===== src/rtl/fft_cooley_tukey_helpers_serializer.sv =====
// Output-end serializer for the Cooley-Tukey FFT datapath.
// Captures one full frame of SIZE_FFT complex points presented in parallel
// (per-lane val/rdy), then emits it one point per cycle on a single val/rdy
// stream, optionally in bit-reversed index order.
//
// Ports:
//   clk, reset        clock, synchronous active-high reset
//   recv_real/imag    per-lane input words        [SIZE_FFT][BIT_WIDTH]
//   recv_val/rdy      per-lane handshake (rdy identical on all lanes)
//   send_real/imag    serial output words
//   send_val/rdy      serial handshake
//   send_last         marks the final point of a frame

// One buffer slot: holds a complex point, loaded on frame capture.
module fft_cooley_tukey_helpers_serializer_lane #(
  parameter int BIT_WIDTH = 32
) (
  input  logic                 clk,
  input  logic                 reset,
  input  logic                 load,
  input  logic [BIT_WIDTH-1:0] d_real,
  input  logic [BIT_WIDTH-1:0] d_imag,
  output logic [BIT_WIDTH-1:0] q_real,
  output logic [BIT_WIDTH-1:0] q_imag
);
  always_ff @(posedge clk) begin
    if (reset) begin
      q_real <= '0;
      q_imag <= '0;
    end else if (load) begin
      q_real <= d_real;
      q_imag <= d_imag;
    end
  end
endmodule

module fft_cooley_tukey_helpers_serializer #(
  parameter int BIT_WIDTH   = 32,
  parameter int SIZE_FFT    = 8,
  parameter int BIT_REVERSE = 0
) (
  input  logic                               clk,
  input  logic                               reset,
  input  logic [SIZE_FFT-1:0][BIT_WIDTH-1:0] recv_real,
  input  logic [SIZE_FFT-1:0][BIT_WIDTH-1:0] recv_imaginary,
  input  logic [SIZE_FFT-1:0]                recv_val,
  output logic [SIZE_FFT-1:0]                recv_rdy,
  output logic [BIT_WIDTH-1:0]               send_real,
  output logic [BIT_WIDTH-1:0]               send_imaginary,
  output logic                               send_val,
  input  logic                               send_rdy,
  output logic                               send_last
);
  localparam int IDX_W = $clog2(SIZE_FFT);
  localparam logic [IDX_W-1:0] LAST = IDX_W'(SIZE_FFT - 1);

  typedef enum logic {IDLE, SEND} state_t;

  state_t           state, state_nxt;
  logic [IDX_W-1:0] idx, idx_nxt;
  logic [IDX_W-1:0] idx_rev, rd_idx;
  logic             capture;

  logic [BIT_WIDTH-1:0] mem_real [SIZE_FFT];
  logic [BIT_WIDTH-1:0] mem_imag [SIZE_FFT];

  // Only a fully valid input array is captured; partial arrays are ignored.
  assign capture = (state == IDLE) && (&recv_val);

  for (genvar i = 0; i < SIZE_FFT; i++) begin : g_lane
    fft_cooley_tukey_helpers_serializer_lane #(.BIT_WIDTH(BIT_WIDTH)) u_lane (
      .clk    (clk),
      .reset  (reset),
      .load   (capture),
      .d_real (recv_real[i]),
      .d_imag (recv_imaginary[i]),
      .q_real (mem_real[i]),
      .q_imag (mem_imag[i])
    );
  end

  for (genvar b = 0; b < IDX_W; b++) begin : g_rev
    assign idx_rev[b] = idx[IDX_W-1-b];
  end

  assign rd_idx         = (BIT_REVERSE != 0) ? idx_rev : idx;
  assign send_real      = mem_real[rd_idx];
  assign send_imaginary = mem_imag[rd_idx];

  // rdy is a pure function of state and reset so upstream never sees a
  // combinational path from its own valid.
  assign recv_rdy  = {SIZE_FFT{(state == IDLE) && !reset}};
  assign send_val  = (state == SEND) && !reset;
  assign send_last = send_val && (idx == LAST);

  always_ff @(posedge clk) begin
    if (reset) begin
      state <= IDLE;
      idx   <= '0;
    end else begin
      state <= state_nxt;
      idx   <= idx_nxt;
    end
  end

  // Leaving SEND always passes through IDLE for a cycle, so a new capture
  // can never coincide with the final send handshake.
  always_comb begin
    state_nxt = state;
    idx_nxt   = idx;
    case (state)
      IDLE: if (capture) begin
        state_nxt = SEND;
        idx_nxt   = '0;
      end
      SEND: if (send_rdy) begin
        if (idx == LAST) begin
          state_nxt = IDLE;
          idx_nxt   = '0;
        end else begin
          idx_nxt = idx + 1'b1;
        end
      end
      default: begin
        state_nxt = IDLE;
        idx_nxt   = '0;
      end
    endcase
  end
endmodule

===== config.mk =====
export PLATFORM = sky130hd
export DESIGN_NAME = fft_cooley_tukey_helpers_serializer
export DESIGN_NICKNAME = d
export VERILOG_FILES = /design/src/rtl/fft_cooley_tukey_helpers_serializer.sv
export SDC_FILE = /design/constraint.sdc
export NUM_CORES = 1
export LEC_CHECK = 0
export ABC_CLOCK_PERIOD_IN_PS = 4800
export CAP_MARGIN = 20
export CORE_ASPECT_RATIO = 2
export CORE_MARGIN = 8
export CORE_UTILIZATION = 30
export DETAILED_ROUTE_END_ITERATION = 8
export SLEW_MARGIN = 15
export SYNTH_ARGS = -nofsm -noshare
export SYNTH_HDL_FRONTEND = slang
export SYNTH_SLANG_ARGS = --single-unit

===== constraint.sdc =====
create_clock -name clk -period 4.8 [get_ports clk]
set_input_delay 1.44 -clock clk [delete_from_list [all_inputs] [get_ports clk]]
set_output_delay 1.44 -clock clk [all_outputs]
set_load 0.02 [all_outputs]

==> flow_summary.json, run 1 <==
{
  "grt_first_pass_wirelength_um": 135000,
  "routabilityCongestion": 0.832,
  "synth_largest_area_cell": "dfxtp_1",
  "drive_gt1_frac": 0.106,
  "fin_skew_ns": 0.0146,
  "first_pass_iters": 5,
  "dpl.hpwl_um": 69400,
  "dp_slack_ns": 0.759,
  "outcome": "finished, final reports clean",
  "total_power_mw": 9.45,
  "min_period_over_period": 0.963,
  "n_fill_cell": 8631,
  "most-common-layout-cells": "nand2b_1, clkdlybuf4s50_1, dfxtp_1",
  "cts_setup_buffers": 0,
  "path_class": "register to primary output",
  "syn_nets": 3005,
  "area_growth_pct": 33.1,
  "clockRootBuffer": "clkbuf_16",
  "track_usage": 0.181,
  "setup_ws_ns": 0.179,
  "cts_hold_buffers": 0,
  "drt_wl_total_um": 92200,
  "ir_drop_mv": 0.252,
  "hold_viol": 0,
  "die_area_um2": 99100,
  "ys_types": 26,
  "cts_max_path_buffers": 3,
  "p_per_area_nw_per_um2": 267,
  "htree_levels": 2,
  "tns_ns": 0,
  "grt_overflow": 0,
  "final_common_cell": "nand2b_1",
  "coreArea_um2": 88100,
  "netlist_area_um2": 26600,
  "max-cap-violations": 0,
  "die_x_um": 227,
  "drc": 0,
  "synth.area.top_cells": "dfxtp_1, nand2b_1, mux2i_1",
  "fin_area_um2": 35400,
  "clk_latency_ns": 0.60,
  "setup_viol": 0,
  "end_kind": "primary output",
  "start_util": 0.302,
  "post_dp_cell_area_um2": 33600,
  "ant_nets": 0,
  "cts_num_sinks": 516,
  "clk_pin_slew_worst_paths_ns": 0.07,
  "cts_buffers": 53,
  "fin_crit_ns": 4.62,
  "die_y_um": 437,
  "cts_tree": "built",
  "grt_max_degree": 268,
  "rows": 154,
  "vias_per_cell": 4.53,
  "path_max_fanout": 39,
  "startpoint_type": "register",
  "slew_violations": 0,
  "arrival_ns": 3.18,
  "netlist.area_leader.share": 0.388,
  "worstMarginPinSlew_ns": 0.898,
  "cts_resized": 0,
  "slew_headroom": 0.401,
  "wl_per_cell_um": 22.1,
  "rsz0062_at_grt": "false",
  "numPortBuffers": 596,
  "min_path_type": "register to register",
  "synthFlopType": "dfxtp_1",
  "whs_ns": 0.468,
  "final_nets": 3481,
  "io_pins": 597,
  "antenna_found_initial": 38,
  "synthArstFlopShare": 0,
  "cellLeakagePower_nw": 11.5,
  "syn_inst": 2480,
  "syn_avg_cell_area_um2": 10.7,
  "yosysWarnings": 0,
  "ys_seq_elements": 516,
  "first_global_vias": 20100,
  "max_freq_mhz": 216,
  "ys_seq_area_frac": 0.388,
  "cp.required_ns": 3.36,
  "drtIter0Drc": 1049,
  "num_vias": 18900,
  "synth_edf_count": 0
}
-- synthesized netlist by cell type, drive strengths merged (2+ instances only) --
cell and count:
nand3b 3, mux2i 512, nand2b 1024, clkbuf 131
ha 2, nand2 3, mux4 128, o21ai 2
dfxtp 516, buf 84, mux2 64
-- path summary, 6_finish.rpt --
path / slack (ns) / startpoint / cells after the start / end
min reg2reg: 0.47 / g_lane[3].u_lane.q_imag[28]$_SDFFE_PP0P_ / 2 / g_lane[3].u_lane.q_imag[28]$_SDFFE_PP0P_
min: 0.47 / g_lane[3].u_lane.q_imag[28]$_SDFFE_PP0P_ / 2 / g_lane[3].u_lane.q_imag[28]$_SDFFE_PP0P_
max: 0.18 / idx[0]$_SDFFE_PP0P_ / 4 / send_real[30]
max reg2reg: 2.77 / state$_SDFF_PP0_ / 5 / g_lane[0].u_lane.q_real[20]$_SDFFE_PP0P_
-- per-layer routing --
metal	share of wire	GRT usage	vias to the layer above
li1	-	-	9289
met1	0.38	0.196	8859
met2	0.49	0.318	616
met3	0.087	0.0641	142
met4	0.040	0.0689	36
met5	0.0026	0	-
-- where the power goes --
group	switching (mW)	internal (mW)	total (mW)	leakage, nW
clock network	1.86	2.45	4.31	0.855
logic	0.266	0.581	0.846	6.50
registers	0.00662	4.29	4.29	4.16
-- area by class of cell --
cell class,instances,area (um2),area share
Multi-Input combinational cell,1748,15300,0.432
Sequential cell,516,10300,0.292
Timing Repair Buffer,636,6540,0.185
Clock buffer,74,1500,0.0423
Tap cell,1170,1460,0.0413
Clock inverter,20,249,0.00703
Antenna cell,14,35.0,0.000989
Inverter,1,3.75,0.000106
-- sequential cells by signal, summed over array words and instances, names as in the netlist --
register	flops
idx	3
g_lane.u_lane.q_real	256
state	1
g_lane.u_lane.q_imag	256
-- cell families after synthesis --
group	Yosys count	share of synthesized area
buffers and inverters	216	0.0375
DFF	516	0.388
muxes	704	0.328
and+or+nand+nor	1037	0.244
AOI/OAI and AO/OA	5	0.00136
adders and majority gates	2	0.000940
-- metrics by stage --
step,cells,util
after floorplan,2480,-
after global placement,4069,0.381
after detailed placement,4069,0.381
after CTS,4163,0.401
after global routing,4166,0.402
final,4179,0.402
-- worst max-delay path, cell delays in order, from the launching register on --
cell and delay [ns]:
dfxtp_4 0.67, buf_12 0.37, mux4_2 0.60, mux2_2 0.30, clkdlybuf4s50_1 0.55
(Power assumes the default switching activity.)
==> run 2: changes to the inputs <==
- CORE_ASPECT_RATIO: 2 -> 0.9
==> flow_summary.json, run 2 (synthesis gave the netlist of run 1 again) <==
{
  "outcome": "finished, final reports clean",
  "whs_endpoint": "g_lane[3].u_lane.q_imag[9]$_SDFFE_PP0P_",
  "grt_max_degree": 253,
  "final_common_cell": "nand2b_1",
  "crit_family": "buffers and inverters",
  "rr_worst_depth": 4,
  "numPortBuffers": 596,
  "worst-path-buf-inv": 2,
  "max-cap-violations": 0,
  "end_kind": "primary output",
  "first_global_vias": 19800,
  "dp_cells": 4048,
  "clk_pin_slew_worst_paths_ns": 0.06,
  "min_from": "g_lane[3].u_lane.q_imag[9]$_SDFFE_PP0P_",
  "cts_buffers": 61,
  "reg_top3": "g_lane.u_lane.q_imag (256), g_lane.u_lane.q_real (256), idx (3)",
  "slew_headroom": 0.383,
  "wl_per_cell_um": 22.0,
  "cts_num_sinks": 516,
  "path_cells": "buf_4 -> mux4_2 -> mux2_2 -> clkdlybuf4s50_1",
  "hold_path_depth": 2,
  "r2r-end": "g_lane[6].u_lane.q_imag[13]$_SDFFE_PP0P_",
  "cp.required_ns": 3.36,
  "min_path_type": "register to register",
  "ant_nets": 0,
  "track_usage": 0.179,
  "p_per_area_nw_per_um2": 280,
  "cts_max_path_buffers": 3,
  "die_x_um": 330,
  "finalNonFillerCells": 4185,
  "grt_overflow": 0,
  "die_y_um": 299,
  "start_util": 0.303,
  "path_max_fanout": 15,
  "antenna_found_initial": 56,
  "final_nets": 3482,
  "dp_slack_ns": 0.666,
  "clk_latency_ns": 0.63,
  "rsz0062_at_grt": "false",
  "slew_violations": 0,
  "drtIter0Drc": 1104,
  "tns_ns": 0,
  "routabilityCongestion": 0.827,
  "drt_wl_total_um": 92300,
  "r2r_start": "state$_SDFF_PP0_",
  "arrival_ns": 3.11,
  "coreArea_um2": 87800,
  "cellLeakagePower_nw": 11.6,
  "worstMarginPinSlew_ns": 0.926,
  "min_period_over_period": 0.948,
  "vias_per_cell": 4.57,
  "fin_crit_ns": 4.55,
  "rows": 103,
  "regToRegSetupSlack_ns": 2.70,
  "slowest_delay_ns": 0.62,
  "die_area_um2": 98500,
  "first_pass_iters": 5,
  "htree_levels": 2,
  "ir_drop_mv": 0.281,
  "most-common-layout-cells": "nand2b_1, clkdlybuf4s50_1, dfxtp_1",
  "num_vias": 19100,
  "drc": 0,
  "max_freq_mhz": 220,
  "dpl.hpwl_um": 68100,
  "fin_skew_ns": 0.0128,
  "io_pins": 597,
  "clockRootBuffer": "clkbuf_16",
  "setup_ws_ns": 0.251,
  "grt_first_pass_wirelength_um": 132000,
  "slowest_stage": "clkdlybuf4s50_1",
  "hold_viol": 0,
  "startpoint_type": "register",
  "drive_gt1_frac": 0.109,
  "area_growth_pct": 34.1,
  "setup_viol": 0,
  "cts_tree": "built",
  "path_class": "register to primary output"
}
-- run 2: layer usage --
| layer | global-route usage | up-vias | part of all wire |
|---|---|---|---|
| li1 | - | 9329 | - |
| met1 | 0.207 | 9016 | 0.39 |
| met2 | 0.300 | 553 | 0.48 |
| met3 | 0.0747 | 161 | 0.10 |
| met4 | 0.0538 | 54 | 0.024 |
| met5 | 0 | - | 0.0036 |
-- run 2: worst min-delay path: stages (launching register included) --
cell      delay (ns)
dfxtp_1         0.30
nand2b_1        0.06
mux2i_1         0.06
-- run 2: repair_timing --
item	in CTS	in global routing
resized for setup	0	0
buffers inserted	0	1
hold buffers	0	0
hold endpoints to repair	0	0
endpoints found under the setup margin	0	1
-- run 2: worst max path at each step --
stage / to / cells past startpoint / startpoint / slack [ns]
finish: send_real[29] / 4 / idx[0]$_SDFFE_PP0P_ / 0.25
global route: send_real[29] / 4 / idx[0]$_SDFFE_PP0P_ / 0.11
CTS: send_real[29] / 4 / idx[0]$_SDFFE_PP0P_ / 0.03
detailed placement: recv_rdy[0] / 3 / reset / 0.67
global placement: recv_rdy[0] / 3 / reset / 0.69
floorplan: recv_rdy[1] / 5 / reset / 0.67
-- run 2: area by class of cell --
cell class | count | area, um2
Fill cell | 8550 | 52100
Multi-Input combinational cell | 1748 | 15300
Clock inverter | 18 | 233
Tap cell | 1155 | 1450
Timing Repair Buffer | 629 | 6450
Antenna cell | 23 | 57.6
Clock buffer | 95 | 1860
Inverter | 1 | 3.75
Sequential cell | 516 | 10300
-- run 2: where the power goes --
group | leakage [nW] | switching [mW] | internal [mW] | total, mW
clock network | 1.02 | 1.97 | 2.87 | 4.84
registers | 4.16 | 0.00590 | 4.29 | 4.30
logic | 6.45 | 0.272 | 0.578 | 0.851
-- run 2: metrics by stage --
stage	total power [mW]	cell area (um2)	utilization	hold WS, ns
2_1_floorplan	4.72	26600	-	0.445
3_3_place_gp	5.25	33500	0.382	0.456
3_5_place_dp	5.25	33500	0.382	0.457
4_1_cts	10.2	35600	0.406	0.473
5_1_grt	10.4	35600	0.406	0.483
6_report	9.98	35700	0.407	0.470
==> run 3: changes to the inputs <==
- CTS_BUF_LIST: default -> sky130_fd_sc_hd__clkbuf_8
- GPL_TIMING_DRIVEN: default -> 0
==> flow_summary.json, run 3 (synthesis gave the netlist of run 1 again) <==
{
  "cts_max_path_buffers": 3,
  "p_per_area_nw_per_um2": 258,
  "reg_top3": "g_lane.u_lane.q_imag (256), g_lane.u_lane.q_real (256), idx (3)",
  "min_from": "g_lane[3].u_lane.q_imag[31]$_SDFFE_PP0P_",
  "htree_levels": 3,
  "dp_cells": 4231,
  "slowest_stage": "clkdlybuf4s50_1",
  "worst-path-buf-inv": 4,
  "cp.required_ns": 3.36,
  "num_vias": 20500,
  "path_cells": "clkbuf_2 -> clkbuf_2 -> nor2_2 -> buf_4 -> clkdlybuf4s50_1",
  "worstSetupPathDepth": 5,
  "first_global_vias": 22100,
  "die_x_um": 330,
  "wl_per_cell_um": 25.2,
  "crit_family": "buffers and inverters",
  "end_kind": "primary output",
  "path_max_fanout": 19,
  "die_area_um2": 98500,
  "grt_first_pass_wirelength_um": 156000,
  "routabilityCongestion": 0.852,
  "dpl.hpwl_um": 88700,
  "numPortBuffers": 595,
  "antenna_found_initial": 38,
  "p_sw_mw": 2.30,
  "cpMostUsedCell": "clkbuf_2",
  "outcome": "finished, final reports clean",
  "tns_ns": 0,
  "rsz0062_at_grt": "false",
  "p_sw_frac": 0.248,
  "clk_pin_slew_worst_paths_ns": 0.05,
  "first_pass_iters": 4,
  "final_nets": 3692,
  "dp_slack_ns": -0.876,
  "io_pins": 597,
  "p_comb_frac": 0.104,
  "finalNonFillerCells": 4400,
  "cellLeakagePower_nw": 12.3,
  "grt_max_degree": 20,
  "cp-endpoint": "recv_rdy[6]",
  "min_period_over_period": 0.982,
  "cts_tree": "built",
  "ir_drop_mv": 0.159,
  "track_usage": 0.217,
  "coreArea_um2": 87800,
  "startpoint_type": "input port",
  "arrival_ns": 3.28,
  "most-common-layout-cells": "nand2b_1, clkdlybuf4s50_1, dfxtp_1",
  "setup_ws_ns": 0.0842,
  "cts_hold_buffers": 0,
  "ant_nets": 0,
  "grt_overflow": 0,
  "path_class": "input port to primary output",
  "area_growth_pct": 34.9,
  "p_int_mw": 6.97,
  "slew_headroom": 0.259,
  "regToRegSetupSlack_ns": 1.79,
  "max-cap-violations": 0,
  "r2r-end": "g_lane[7].u_lane.q_real[7]$_SDFFE_PP0P_",
  "vias_per_cell": 4.66,
  "slew_violations": 0,
  "slowest_delay_ns": 0.60,
  "r2r_start": "state$_SDFF_PP0_",
  "hold_viol": 0,
  "drtIter0Drc": 1024,
  "start_util": 0.303,
  "drive_gt1_frac": 0.128,
  "cts_num_sinks": 516,
  "drc": 0,
  "die_y_um": 299,
  "fin_skew_ns": 0.0279,
  "worstMarginPinSlew_ns": 1.10,
  "max_freq_mhz": 212,
  "pwr-share-clk": 0.432,
  "cp-startpoint": "reset",
  "final_common_cell": "nand2b_1",
  "rows": 103,
  "fin_crit_ns": 4.72,
  "rr_worst_depth": 5,
  "fin_util": 0.409,
  "clockRootBuffer": "clkbuf_8",
  "seq_power_share": 0.464,
  "clk_latency_ns": 0.69,
  "min_path_type": "register to register",
  "drt_wl_total_um": 111000,
  "total_power_mw": 9.27,
  "cts_buffers": 91,
  "setup_viol": 0
}
run 3: cell types whose count changed in the layout (fill, tap and decap cells not counted), sizes merged, moves of 5 or more:
| cell | previous run | this run |
|---|---|---|
| inv | 3 | 37 |
| clkbuf | 95 | 242 |
| clkdlybuf4s50 | 595 | 567 |
| dlygate4sd2 | 0 | 20 |
| buf | 34 | 83 |
| diode | 23 | 18 |
| clkinv | 10 | 3 |
| dlymetal6s2s | 0 | 8 |
run 3: per-stage QoR:
stage	hold WS (ns)	area, um2
finish	0.467	35900
global route	0.483	35900
CTS	0.471	35800
detailed placement	0.457	34000
global placement	0.456	34000
floorplan	0.445	26600
run 3: how the worst min path moves through the flow:
stage,to,slack (ns),depth (start not counted)
after floorplan,g_lane[1].u_lane.q_real[0]$_SDFFE_PP0P_,0.45,2
after global placement,g_lane[2].u_lane.q_imag[6]$_SDFFE_PP0P_,0.46,2
after detailed placement,g_lane[4].u_lane.q_real[4]$_SDFFE_PP0P_,0.46,2
after CTS,g_lane[1].u_lane.q_real[2]$_SDFFE_PP0P_,0.47,2
after global routing,g_lane[5].u_lane.q_real[5]$_SDFFE_PP0P_,0.48,2
final,g_lane[3].u_lane.q_imag[31]$_SDFFE_PP0P_,0.47,2
run 3: layout make-up:
| class | count | area [um2] |
|---|---|---|
| Fill cell | 8695 | 51900 |
| Multi-Input combinational cell | 1748 | 15300 |
| Sequential cell | 516 | 10300 |
| Timing Repair Buffer | 596 | 5970 |
| Clock buffer | 112 | 1540 |
| Tap cell | 1155 | 1450 |
| Buffer | 213 | 1100 |
| Clock inverter | 41 | 180 |
| Antenna cell | 18 | 45.0 |
| Inverter | 1 | 3.75 |
run 3: worst reg2reg max path, delay by kind of cell (launching register included):
family	cells	cell delay, ns
buffers and inverters	3	1.31
and+or+nand+nor	1	0.99
DFF	1	0.42
muxes	1	0.23
run 3: what timing repair did:
item	CTS	global route
resized for setup	65	9
setup buffers	0	0
endpoints found under the setup margin	74	10
gates cloned	0	0
run 3: layer usage:
metal | track usage | part of all wire
met2 | 0.372 | 0.48
met5 | 0 | 0.0024
met3 | 0.0749 | 0.087
met1 | 0.260 | 0.41
met4 | 0.0539 | 0.021
run 3: power groups by stage:
stage	logic, mW	clock network [mW]	registers [mW]
global placement	0.970	0	4.39
floorplan	0.332	0	4.39
CTS	0.975	4.13	4.30
detailed placement	0.971	0	4.39
global route	1.03	4.30	4.30
finish	0.964	4.01	4.30
